--- src/rtl/i3c_pkg.sv ---
// Shared types and constants for the I3C target address-update logic.
package i3c_pkg;

    localparam int unsigned DaAddrWidth     = 7;
    localparam int unsigned RstActByteWidth = 8;

    typedef struct packed {
        logic [DaAddrWidth-1:0] addr;
        logic                   valid;
    } dev_addr_op_t;

    function automatic int unsigned dev_idx_w(input int unsigned n);
        return (n > 1) ? $clog2(n) : 1;
    endfunction

endpackage

--- src/rtl/rr_arbiter.sv ---
// Round-robin arbiter: one-hot grant, pointer moves past the winner when advance_i is set.
module rr_arbiter #(
    parameter int unsigned N    = 2,
    parameter int unsigned IdxW = (N > 1) ? $clog2(N) : 1
) (
    input  logic         clk_i,
    input  logic         rst_i,
    input  logic [N-1:0] req_i,
    input  logic         advance_i,
    output logic [N-1:0] grant_o
);

    logic [IdxW-1:0] ptr_q, ptr_d;

    always_comb begin
        int unsigned     idx;
        logic [IdxW-1:0] idx_w;
        logic            found;
        grant_o = '0;
        ptr_d   = ptr_q;
        found   = 1'b0;
        idx     = 0;
        idx_w   = '0;
        for (int unsigned i = 0; i < N; i++) begin
            idx = int'(ptr_q) + i;
            if (idx >= N) idx = idx - N;
            idx_w = IdxW'(idx);
            if (!found && req_i[idx_w]) begin
                found          = 1'b1;
                grant_o[idx_w] = 1'b1;
                ptr_d          = (idx + 1 >= N) ? '0 : IdxW'(idx + 1);
            end
        end
        if (!advance_i) ptr_d = ptr_q;
    end

    always_ff @(posedge clk_i) begin
        if (rst_i) ptr_q <= '0;
        else       ptr_q <= ptr_d;
    end

endmodule

--- src/rtl/dyn_addr_update_ctrl.sv ---
// Buffers per-device dynamic-address operations from the CCC decoder and commits them
// to the device address CSRs one per cycle through a round-robin arbiter.
module dyn_addr_update_ctrl
    import i3c_pkg::*;
#(
    parameter int unsigned NumDevs     = 2,
    parameter int unsigned AddrWidth   = DaAddrWidth,
    parameter int unsigned RstActWidth = RstActByteWidth,
    parameter int unsigned DevIdxW     = dev_idx_w(NumDevs)
) (
    input  logic                         clk_i,
    input  logic                         rst_i,
    input  logic                         set_dasa_valid_i,
    input  logic [AddrWidth-1:0]         set_dasa_addr_i,
    input  logic [DevIdxW-1:0]           set_dasa_dev_i,
    input  logic                         rstdaa_i,
    input  logic                         set_newda_i,
    input  logic [AddrWidth-1:0]         newda_i,
    input  logic [DevIdxW-1:0]           newda_dev_i,
    input  logic                         rst_action_valid_i,
    input  logic [RstActWidth-1:0]       rst_action_i,
    input  logic                         rst_action_clr_i,
    input  logic [NumDevs-1:0]           sw_busy_i,
    input  logic [NumDevs-1:0]           cur_valid_i,
    output logic [NumDevs-1:0]           addr_we_o,
    output logic [NumDevs*AddrWidth-1:0] addr_next_o,
    output logic [NumDevs-1:0]           addr_valid_next_o,
    output logic [NumDevs-1:0]           pending_o,
    output logic [NumDevs-1:0]           dyn_addr_chg_o,
    output logic                         newda_reject_o,
    output logic [NumDevs-1:0]           overrun_o,
    input  logic [NumDevs-1:0]           overrun_clr_i,
    output logic [RstActWidth-1:0]       rst_action_o,
    output logic                         rst_action_we_o
);

    logic [NumDevs-1:0]   pend_q, pend_d;
    logic [NumDevs-1:0]   valid_q, valid_d;
    logic [AddrWidth-1:0] addr_q [NumDevs];
    logic [AddrWidth-1:0] addr_d [NumDevs];
    logic [NumDevs-1:0]   overrun_q, overrun_d;
    logic [NumDevs-1:0]   chg_q;
    logic                 reject_q, reject_d;
    logic [RstActWidth-1:0] rst_act_q;
    logic                 rst_act_we_q;

    logic [NumDevs-1:0] grant;
    logic [NumDevs-1:0] dasa_hit;
    logic [NumDevs-1:0] newda_ok;

    rr_arbiter #(
        .N (NumDevs)
    ) u_arb (
        .clk_i     (clk_i),
        .rst_i     (rst_i),
        .req_i     (pend_q & ~sw_busy_i),
        .advance_i (1'b1),
        .grant_o   (grant)
    );

    // SETNEWDA is only honoured for a device that already owns (or is about to own) an address.
    always_comb begin
        dasa_hit = '0;
        newda_ok = '0;
        for (int unsigned d = 0; d < NumDevs; d++) begin
            dasa_hit[d] = set_dasa_valid_i && (set_dasa_dev_i == DevIdxW'(d));
            newda_ok[d] = set_newda_i && (newda_dev_i == DevIdxW'(d)) &&
                          (cur_valid_i[d] || (pend_q[d] && valid_q[d]));
        end
        reject_d = set_newda_i && (newda_ok == '0);
    end

    always_comb begin
        logic load;
        pend_d    = pend_q;
        valid_d   = valid_q;
        addr_d    = addr_q;
        overrun_d = overrun_q & ~overrun_clr_i;
        load      = 1'b0;
        for (int unsigned d = 0; d < NumDevs; d++) begin
            if (grant[d]) pend_d[d] = 1'b0;
            load = rstdaa_i || dasa_hit[d] || newda_ok[d];
            if (rstdaa_i) begin
                addr_d[d]  = '0;
                valid_d[d] = 1'b0;
            end else if (dasa_hit[d]) begin
                addr_d[d]  = set_dasa_addr_i;
                valid_d[d] = 1'b1;
            end else if (newda_ok[d]) begin
                addr_d[d]  = newda_i;
                valid_d[d] = 1'b1;
            end
            if (load) begin
                pend_d[d] = 1'b1;
                if (pend_q[d] && !grant[d]) overrun_d[d] = 1'b1;
            end
        end
    end

    always_ff @(posedge clk_i) begin
        if (rst_i) begin
            pend_q       <= '0;
            valid_q      <= '0;
            overrun_q    <= '0;
            chg_q        <= '0;
            reject_q     <= 1'b0;
            rst_act_q    <= '0;
            rst_act_we_q <= 1'b0;
            for (int unsigned d = 0; d < NumDevs; d++) addr_q[d] <= '0;
        end else begin
            pend_q    <= pend_d;
            valid_q   <= valid_d;
            addr_q    <= addr_d;
            overrun_q <= overrun_d;
            chg_q     <= grant;
            reject_q  <= reject_d;
            if (rst_action_valid_i) begin
                rst_act_q    <= rst_action_i;
                rst_act_we_q <= 1'b1;
            end else if (rst_action_clr_i) begin
                rst_act_q    <= '0;
                rst_act_we_q <= 1'b1;
            end else begin
                rst_act_we_q <= 1'b0;
            end
        end
    end

    always_comb begin
        addr_we_o         = grant;
        addr_next_o       = '0;
        addr_valid_next_o = '0;
        for (int unsigned d = 0; d < NumDevs; d++) begin
            if (grant[d]) begin
                addr_next_o[d*AddrWidth +: AddrWidth] = addr_q[d];
                addr_valid_next_o[d]                  = valid_q[d];
            end
        end
    end

    assign pending_o       = pend_q;
    assign dyn_addr_chg_o  = chg_q;
    assign newda_reject_o  = reject_q;
    assign overrun_o       = overrun_q;
    assign rst_action_o    = rst_act_q;
    assign rst_action_we_o = rst_act_we_q;

endmodule

--- config.mk ---
export PLATFORM = sky130hd
export DESIGN_NAME = dyn_addr_update_ctrl
export DESIGN_NICKNAME = d
export VERILOG_FILES = /design/src/rtl/i3c_pkg.sv /design/src/rtl/rr_arbiter.sv /design/src/rtl/dyn_addr_update_ctrl.sv
export SDC_FILE = /design/constraint.sdc
export NUM_CORES = 1
export LEC_CHECK = 0
export CORE_MARGIN = 4
export CORE_UTILIZATION = 37
export DETAILED_ROUTE_END_ITERATION = 12
export PLACE_DENSITY = 0.73
export SETUP_SLACK_MARGIN = 0.05
export SLEW_MARGIN = 15
export SYNTH_ARGS = -nofsm -noshare
export SYNTH_HDL_FRONTEND = slang
export SYNTH_SLANG_ARGS = --single-unit
--- constraint.sdc ---
create_clock -name clk_i -period 1.2 [get_ports clk_i]
set_input_delay 0.36 -clock clk_i [delete_from_list [all_inputs] [get_ports clk_i]]
set_output_delay 0.36 -clock clk_i [all_outputs]
set_load 0.005 [all_outputs]
==> results.txt, run 1 <==
----------------------------------------------------
[Outcome]
  Status ... complete, but fails checks
  Violations in the final reports ... negative setup slack

[STA]
  Final number of max-transition violations ... 0
  Worst setup slack after layout ... -0.5532 ns
  Final period utilization ... 146.1%
  Layout Skew ... 0.003319 ns
  Final total negative setup slack ... -10.65 ns
  Least-Margin Pin Slew ... 0.4445 ns
  Unrepaired setup endpoints after global routing ... true
  Final setup violation count ... 36
  Final hold violations ... 0
  Worst slew margin ... 70.32%
  Achievable frequency ... 570.4 MHz
  Post-layout minimum cycle time ... 1.753 ns

[Synth]
  EDFF count, synth ... 0
  Share of synthesized cell area in and, or, nand and nor gates ... 26.91%
  Complex-gate fraction of the synthesized area ... 25.93%
  Ys Warns ... 0
  Number of standard cells after synthesis ... 180
  Synth Area in Adders ... 0%
  Largest family of logic cells by synthesized area ... simple AND/OR/NAND/NOR gates
  Library cells used by synthesis ... 32
  Library cell occupying the most area in the post-synthesis netlist ... sky130_fd_sc_hd__dfxtp_1
  Share of the synthesized netlist area taken by xor and xnor gates ... 0%
  Post-synth top flop ... sky130_fd_sc_hd__dfxtp_1
  Number of storage elements in the synthesis netlist ... 33
  Part of the Yosys area used for sequential elements ... 43.46%
  Area of the mapped netlist ... 1520 um^2
  Commonest cells post-synth ... sky130_fd_sc_hd__dfxtp_1, sky130_fd_sc_hd__o21ai_0, sky130_fd_sc_hd__and2_1
  Total nets after synthesis ... 217
  Mux contribution to synthesized area ... 0%
  Share of synthesized registers carrying an async set or reset ... 0%
  Leading post-synthesis cells by cell area ... sky130_fd_sc_hd__dfxtp_1, sky130_fd_sc_hd__o21ai_0, sky130_fd_sc_hd__and2_1
  Most used standard cell by instance count after synthesis ... sky130_fd_sc_hd__dfxtp_1
  Share of the synthesized area in the top cell type ... 43.46%
  Synthesized area divided by synthesized cell count ... 8.446 um^2

[Placed design]
  Dpl ws ... -1.111 ns
  Routability cong. ... 0.7461
  Count of buffers from port buffering ... 70
  HPWL Detailed ... 3384 um

[Clock tree]
  Number of buffers on the longest clock path ... 2
  Clock tree from TritonCTS ... done
  Latest clock arrival within the worst-skew pair ... 0.28 ns
  Clock-pin transition on the worst setup and hold timing paths ... 0.07 ns
  Clock tree root driver cell ... sky130_fd_sc_hd__clkbuf_8
  CTS buffer count ... 5
  CTS H-Tree Depth ... 2
  Count of clock tree sinks ... 33

[Floorplanning]
  Num rows ... 23
  Overall die width ... 72.10 um
  Core area ... 4000 um^2
  I/O Pins ... 71
  Initial Utilization ... 38.00%
  Die ar. ... 5198 um^2
  Vertical extent of the die ... 72.10 um

[Setup path]
  Cell Chain, Critical Path ... and3b_2, nor2_4, buf_6, and2_4, buf_6
  Slowest cell delay on critical path ... 0.35 ns
  Crit Path Category ... reg -> out
  Crit path capture type ... output port
  Worst-path cell with the longest stage delay ... sky130_fd_sc_hd__dfxtp_4
  Data arrival time of the critical path ... 1.39 ns
  Largest driver fanout on the critical path ... 3
  Worst Setup Start Kind ... flop
  Req. time, crit path ... 0.84 ns
  Most repeated library cell on the critical path ... sky130_fd_sc_hd__buf_6

[Finish]
  Share of cells above drive strength 1 ... 53.72%
  Ant. Diodes ... 0
  Signed area change from the synthesized netlist to the final layout ... 95.72%
  Core Util, Final ... 74.38%
  Net count of the finished layout ... 332

[Global route]
  Maximum number of pins on one net before global-route repair ... 19
  Initial antenna violation count ... 0
  Total overflow reported by the global router ... 0
  Number of global-route vias before repair ... 1786
  Wire length of the first global-routing pass ... 8128 um
  GRT Resource Usage Total ... 20.12%

[Power]
  Final total power ... 2680 uW
  Leakage ... 0.001235 uW
  Pwr dens ... 900.8 nW/um^2
  Worst IR drop on VDD ... 816.5 uV

[Detailed routing]
  First-pass DRT Iterations ... 4
  Number of DRC markers after the initial detailed-route iteration ... 179
  # DRC ... 0
  ANT nets after route ... 0
  Wire length per cell after detailed routing ... 15.95 um
  Total routed wirelength ... 5519 um
  DR vias ... 1834
  Via-to-Cell Ratio ... 5.301

[Hold path]
  Worst min path class ... reg -> reg

[Flow run]
  Number of maximum-capacitance violations ... 0

----------------------------------------------------
final timing paths:
kind	start	end	slack, ns	cells past startpoint
min reg2reg	addr_q[7]$_SDFFE_PP0P_	addr_q[7]$_SDFFE_PP0P_	0.49	2
min	addr_q[7]$_SDFFE_PP0P_	addr_q[7]$_SDFFE_PP0P_	0.49	2
max reg2reg	pending_o[1]$_SDFFE_PP0P_	overrun_o[1]$_SDFF_PP0_	-0.18	6
max	pending_o[1]$_SDFFE_PP0P_	addr_next_o[1]	-0.55	5
critical path, delay by kind of cell (launching register included):
kind,cells,cell delay [ns]
and+or+nand+nor,3,0.55
DFF,1,0.35
buffers and inverters,2,0.21
metrics by stage:
step / hold WS, ns / std cells / area (um^2)
after floorplan: 0.4556 / 180 / 1585
final: 0.4900 / 346 / 2975
after global placement: 0.4752 / 319 / 2532
after CTS: 0.4983 / 340 / 2795
after global routing: 0.5100 / 346 / 2975
after detailed placement: 0.4889 / 319 / 2532
metal layers:
layer / GRT usage [%] / vias to the layer above / routed length, um
met5: 0 / - / 0
met4: 7.307 / 0 / 116
met3: 6.233 / 12 / 420
met2: 34.88 / 77 / 2775
met1: 23.14 / 859 / 2207
li1: - / 886 / -
placed cells by master (no fill, tap or decap), types with 3 or more instances in the layout:
master	n
sky130_fd_sc_hd__a21oi_1	11
sky130_fd_sc_hd__nor2_1	11
sky130_fd_sc_hd__dfxtp_2	12
sky130_fd_sc_hd__buf_4	21
sky130_fd_sc_hd__nor3b_2	5
sky130_fd_sc_hd__nand3_2	12
sky130_fd_sc_hd__buf_2	17
sky130_fd_sc_hd__o21ai_0	15
sky130_fd_sc_hd__o21ai_1	11
sky130_fd_sc_hd__and2_4	15
sky130_fd_sc_hd__o21ai_2	5
sky130_fd_sc_hd__dfxtp_1	19
sky130_fd_sc_hd__dlygate4sd2_1	7
sky130_fd_sc_hd__buf_6	40
sky130_fd_sc_hd__clkbuf_8	5
sky130_fd_sc_hd__nand2_1	3
sky130_fd_sc_hd__nor3b_1	3
sky130_fd_sc_hd__clkdlybuf4s50_1	25
sky130_fd_sc_hd__nor2_4	5
sky130_fd_sc_hd__a31oi_1	13
cells by family (layout without fill, tap and decap cells):
group / Yosys count / after routing
AO/OA/AOI/OAI: 66 / 66
buffers and inverters: 11 / 125
flip-flops: 33 / 33
AND/OR/NAND/NOR: 70 / 72
where the power goes:
part | leakage, uW | internal [uW] | switching, uW | total (uW)
clock | 0.0000450 | 402 | 413 | 815
combinational | 0.000914 | 381 | 305 | 686
sequential | 0.000276 | 1150 | 27.4 | 1180
what timing repair did:
| item | in CTS | in global routing |
|---|---|---|
| pin swaps | 37 | 25 |
| gates cloned | 2 | 1 |
| setup endpoints to repair | 57 | 48 |
| hold buffers | 0 | 0 |
| setup buffers | 11 | 6 |
| resized for setup | 217 | 41 |
cell type report:
type / count / area [um^2]
clock buffer: 6 / 72.57
multi-input combinational: 138 / 1054
timing repair buffer: 116 / 1090
sequential: 33 / 683.2
inverter: 1 / 3.754
tap: 50 / 62.56
fill: 264 / 1025
clock inverter: 2 / 10.01
sequential cells by signal, indices dropped and copies added, names as in the netlist:
signal           cells
dyn_addr_chg_o       2
u_arb.ptr_q          1
newda_reject_o       1
rst_action_we_o      1
addr_q              14
valid_q              2
overrun_o            2
rst_action_o         8
pending_o            2
No activity file was read; power rests on OpenSTA's default activity.
==> run 2, diff against run 1 <==
--- a/config.mk
+++ b/config.mk
@@ -5,6 +5,8 @@
 export SDC_FILE = /design/constraint.sdc
 export NUM_CORES = 1
 export LEC_CHECK = 0
+export ABC_CLOCK_PERIOD_IN_PS = 1200
+export CORE_ASPECT_RATIO = 0.75
 export CORE_MARGIN = 4
 export CORE_UTILIZATION = 37
 export DETAILED_ROUTE_END_ITERATION = 12
==> results.txt, run 2 (synthesis gave the netlist of run 1 again) <==
----------------------------------------------------
[Outcome]
  Status ... complete, but fails checks
  Violations in the final reports ... negative setup slack

[Global route]
  Total overflow reported by the global router ... 0 (unchanged)
  Wire length of the first global-routing pass ... 8176 um (+0.59%)
  Number of global-route vias before repair ... 1719 (-3.8%)
  Initial antenna violation count ... 0 (unchanged)
  GRT Resource Usage Total ... 20.19% (+0.071 points)
  Maximum number of pins on one net before global-route repair ... 18 (-1)

[Clock tree]
  Number of buffers inserted for hold repair after clock tree synthesis ... 0 (unchanged)
  CTS H-Tree Depth ... 2 (unchanged)
  Clock-pin transition on the worst setup and hold timing paths ... 0.07 ns (about the same)
  Clock tree from TritonCTS ... done
  Count of clock tree sinks ... 33 (unchanged)
  Clock tree root driver cell ... sky130_fd_sc_hd__clkbuf_8
  Number of buffers on the longest clock path ... 2 (unchanged)
  CTS buffer count ... 5 (unchanged)
  Latest clock arrival within the worst-skew pair ... 0.28 ns (about the same)

[Floorplanning]
  Die ar. ... 5209 um^2 (+0.20%)
  Initial Utilization ... 39.97% (+2.0 points)
  Vertical extent of the die ... 63.51 um (-12%)
  Core area ... 3804 um^2 (-4.9%)
  Num rows ... 19 (-17%)
  I/O Pins ... 71 (unchanged)
  Overall die width ... 82.02 um (+14%)

[STA]
  Unrepaired setup endpoints after global routing ... true
  Worst setup slack after layout ... -0.6238 ns (-0.07061 ns)
  Final setup violation count ... 40 (+11%)
  Worst slew margin ... 72.69% (+2.4 points)
  Achievable frequency ... 548.3 MHz (-3.9%)
  Layout Skew ... 0.005769 ns (+0.002450 ns)
  Least-Margin Pin Slew ... 0.4090 ns (-0.03555 ns)
  Post-layout minimum cycle time ... 1.824 ns (+0.07061 ns)
  Final hold violations ... 0 (unchanged)
  Final total negative setup slack ... -12.70 ns (-2.056 ns)
  Final number of max-transition violations ... 0 (unchanged)
  Final period utilization ... 152.0% (+5.9 points)

[Flow run]
  Number of maximum-capacitance violations ... 0 (unchanged)

[Finish]
  Layout Cells excl Fill ... 349 (+0.87%)
  Signed area change from the synthesized netlist to the final layout ... 89.63%
  FF/Latch Area ... 683.2 um^2 (unchanged)
  Footprint of the multi-input gates ... 968.4 um^2 (-8.1%)
  Max reg flops ... 14 (unchanged)
  Layout filler cell count ... 264 (unchanged)
  Ant. Diodes ... 0 (unchanged)
  Share of cells above drive strength 1 ... 48.48% (-5.2 points)
  Net count of the finished layout ... 333 (+0.30%)
  Commonest cells after routing, fill and taps aside ... sky130_fd_sc_hd__buf_6, sky130_fd_sc_hd__buf_4, sky130_fd_sc_hd__clkdlybuf4s50_1
  Biggest register ... addr_q

[Power]
  Leakage ... 0.001220 uW (-1.2%)
  Pwr dens ... 953.4 nW/um^2 (+5.8%)
  Worst IR drop on VDD ... 814.9 uV (-0.20%)
  Final total power ... 2748 uW (+2.5%)

[Detailed routing]
  Via-to-Cell Ratio ... 5.295 (-0.10%)
  Number of DRC markers after the initial detailed-route iteration ... 83 (-54%)
  # DRC ... 0 (unchanged)
  Total routed wirelength ... 5605 um (+1.6%)
  ANT nets after route ... 0 (unchanged)
  DR vias ... 1848 (+0.76%)
  First-pass DRT Iterations ... 4 (unchanged)
  Wire length per cell after detailed routing ... 16.06 um (+0.69%)

[Setup path]
  Data arrival time of the critical path ... 1.46 ns (+0.07 ns)
  Largest driver fanout on the critical path ... 3 (unchanged)
  Crit Path Category ... reg -> out
  Req. time, crit path ... 0.84 ns (about the same)
  Crit path capture type ... output port
  Worst Setup Start Kind ... flop

[Placed design]
  DP Cell Count ... 319 (unchanged)
  Routability cong. ... 0.8420 (+13%)
  HPWL Detailed ... 3510 um (+3.7%)
  Count of buffers from port buffering ... 70 (unchanged)

[Hold path]
  Worst min path class ... reg -> reg

----------------------------------------------------
[run 2: what timing repair did]
action,in CTS,in global routing
cloned,2,0
buffers inserted,15,6
hold endpoints to repair,0,0
pin swaps,26,20
resized for setup,185,37
setup endpoints to repair,57,51
[run 2: power breakdown]
group	switching, uW	internal [uW]
Combinational	288	362
Sequential	27.3	1150
Clock	401	518
Total	716	2030
[run 2: path summary, 6_finish.rpt]
kind | to | slack, ns | cells past startpoint | from
setup / recovery | addr_next_o[1] | -0.62 | 6 | u_arb.ptr_q$_SDFFE_PP0P_
hold / removal | overrun_o[0]$_SDFF_PP0_ | 0.48 | 2 | overrun_o[0]$_SDFF_PP0_
setup reg to reg | pending_o[1]$_SDFFE_PP0P_ | -0.29 | 6 | pending_o[1]$_SDFFE_PP0P_
hold reg to reg | overrun_o[0]$_SDFF_PP0_ | 0.48 | 2 | overrun_o[0]$_SDFF_PP0_
[run 2: critical path: stages (launching register included)]
cell                      delay (ns)
sky130_fd_sc_hd__dfxtp_2        0.35
sky130_fd_sc_hd__and3b_2        0.24
sky130_fd_sc_hd__nor2_4         0.16
sky130_fd_sc_hd__buf_6          0.13
sky130_fd_sc_hd__buf_6          0.08
sky130_fd_sc_hd__and2_4         0.14
sky130_fd_sc_hd__buf_6          0.09
[run 2: metrics by stage]
step	worst slack (ns)	util [%]	area (um^2)	hold WS (ns)
5_1_grt	-0.6536	75.79	2883	0.5091
6_report	-0.6238	75.79	2883	0.4802
3_3_place_gp	-1.065	66.25	2520	0.4800
3_5_place_dp	-1.155	66.25	2520	0.4784
4_1_cts	-0.6082	72.89	2773	0.4836
2_1_floorplan	-0.02049	-	1585	0.4556
[run 2: area by class of cell]
type	instances	area share [%]
sequential	33	23.70
clock inverter	1	0.1736
inverter	1	0.1302
clock buffer	7	3.342
multi-input combinational	138	33.59
timing repair buffer	117	36.81
tap	52	2.257
[run 2: per-layer routing]
metal  track usage [%]  part of all wire (%)  routed length [um]  vias to the layer above
li1                  -                     -                   -                      885
met1             25.84                    42                2330                      884
met2             32.66                    50                2798                       70
met3             6.125                   7.4                 414                        9
met4             5.187                   1.1                  61                        0
met5                 0                     0                   0                        -
==> run 3, diff against run 2 <==
--- a/config.mk
+++ b/config.mk
@@ -10,6 +10,7 @@
 export CORE_MARGIN = 4
 export CORE_UTILIZATION = 37
 export DETAILED_ROUTE_END_ITERATION = 12
+export GPL_ROUTABILITY_DRIVEN = 1
 export PLACE_DENSITY = 0.73
 export SETUP_SLACK_MARGIN = 0.05
 export SLEW_MARGIN = 15
==> results of run 3 <==
Final layout, timing and power as in run 2 (identical DEF).
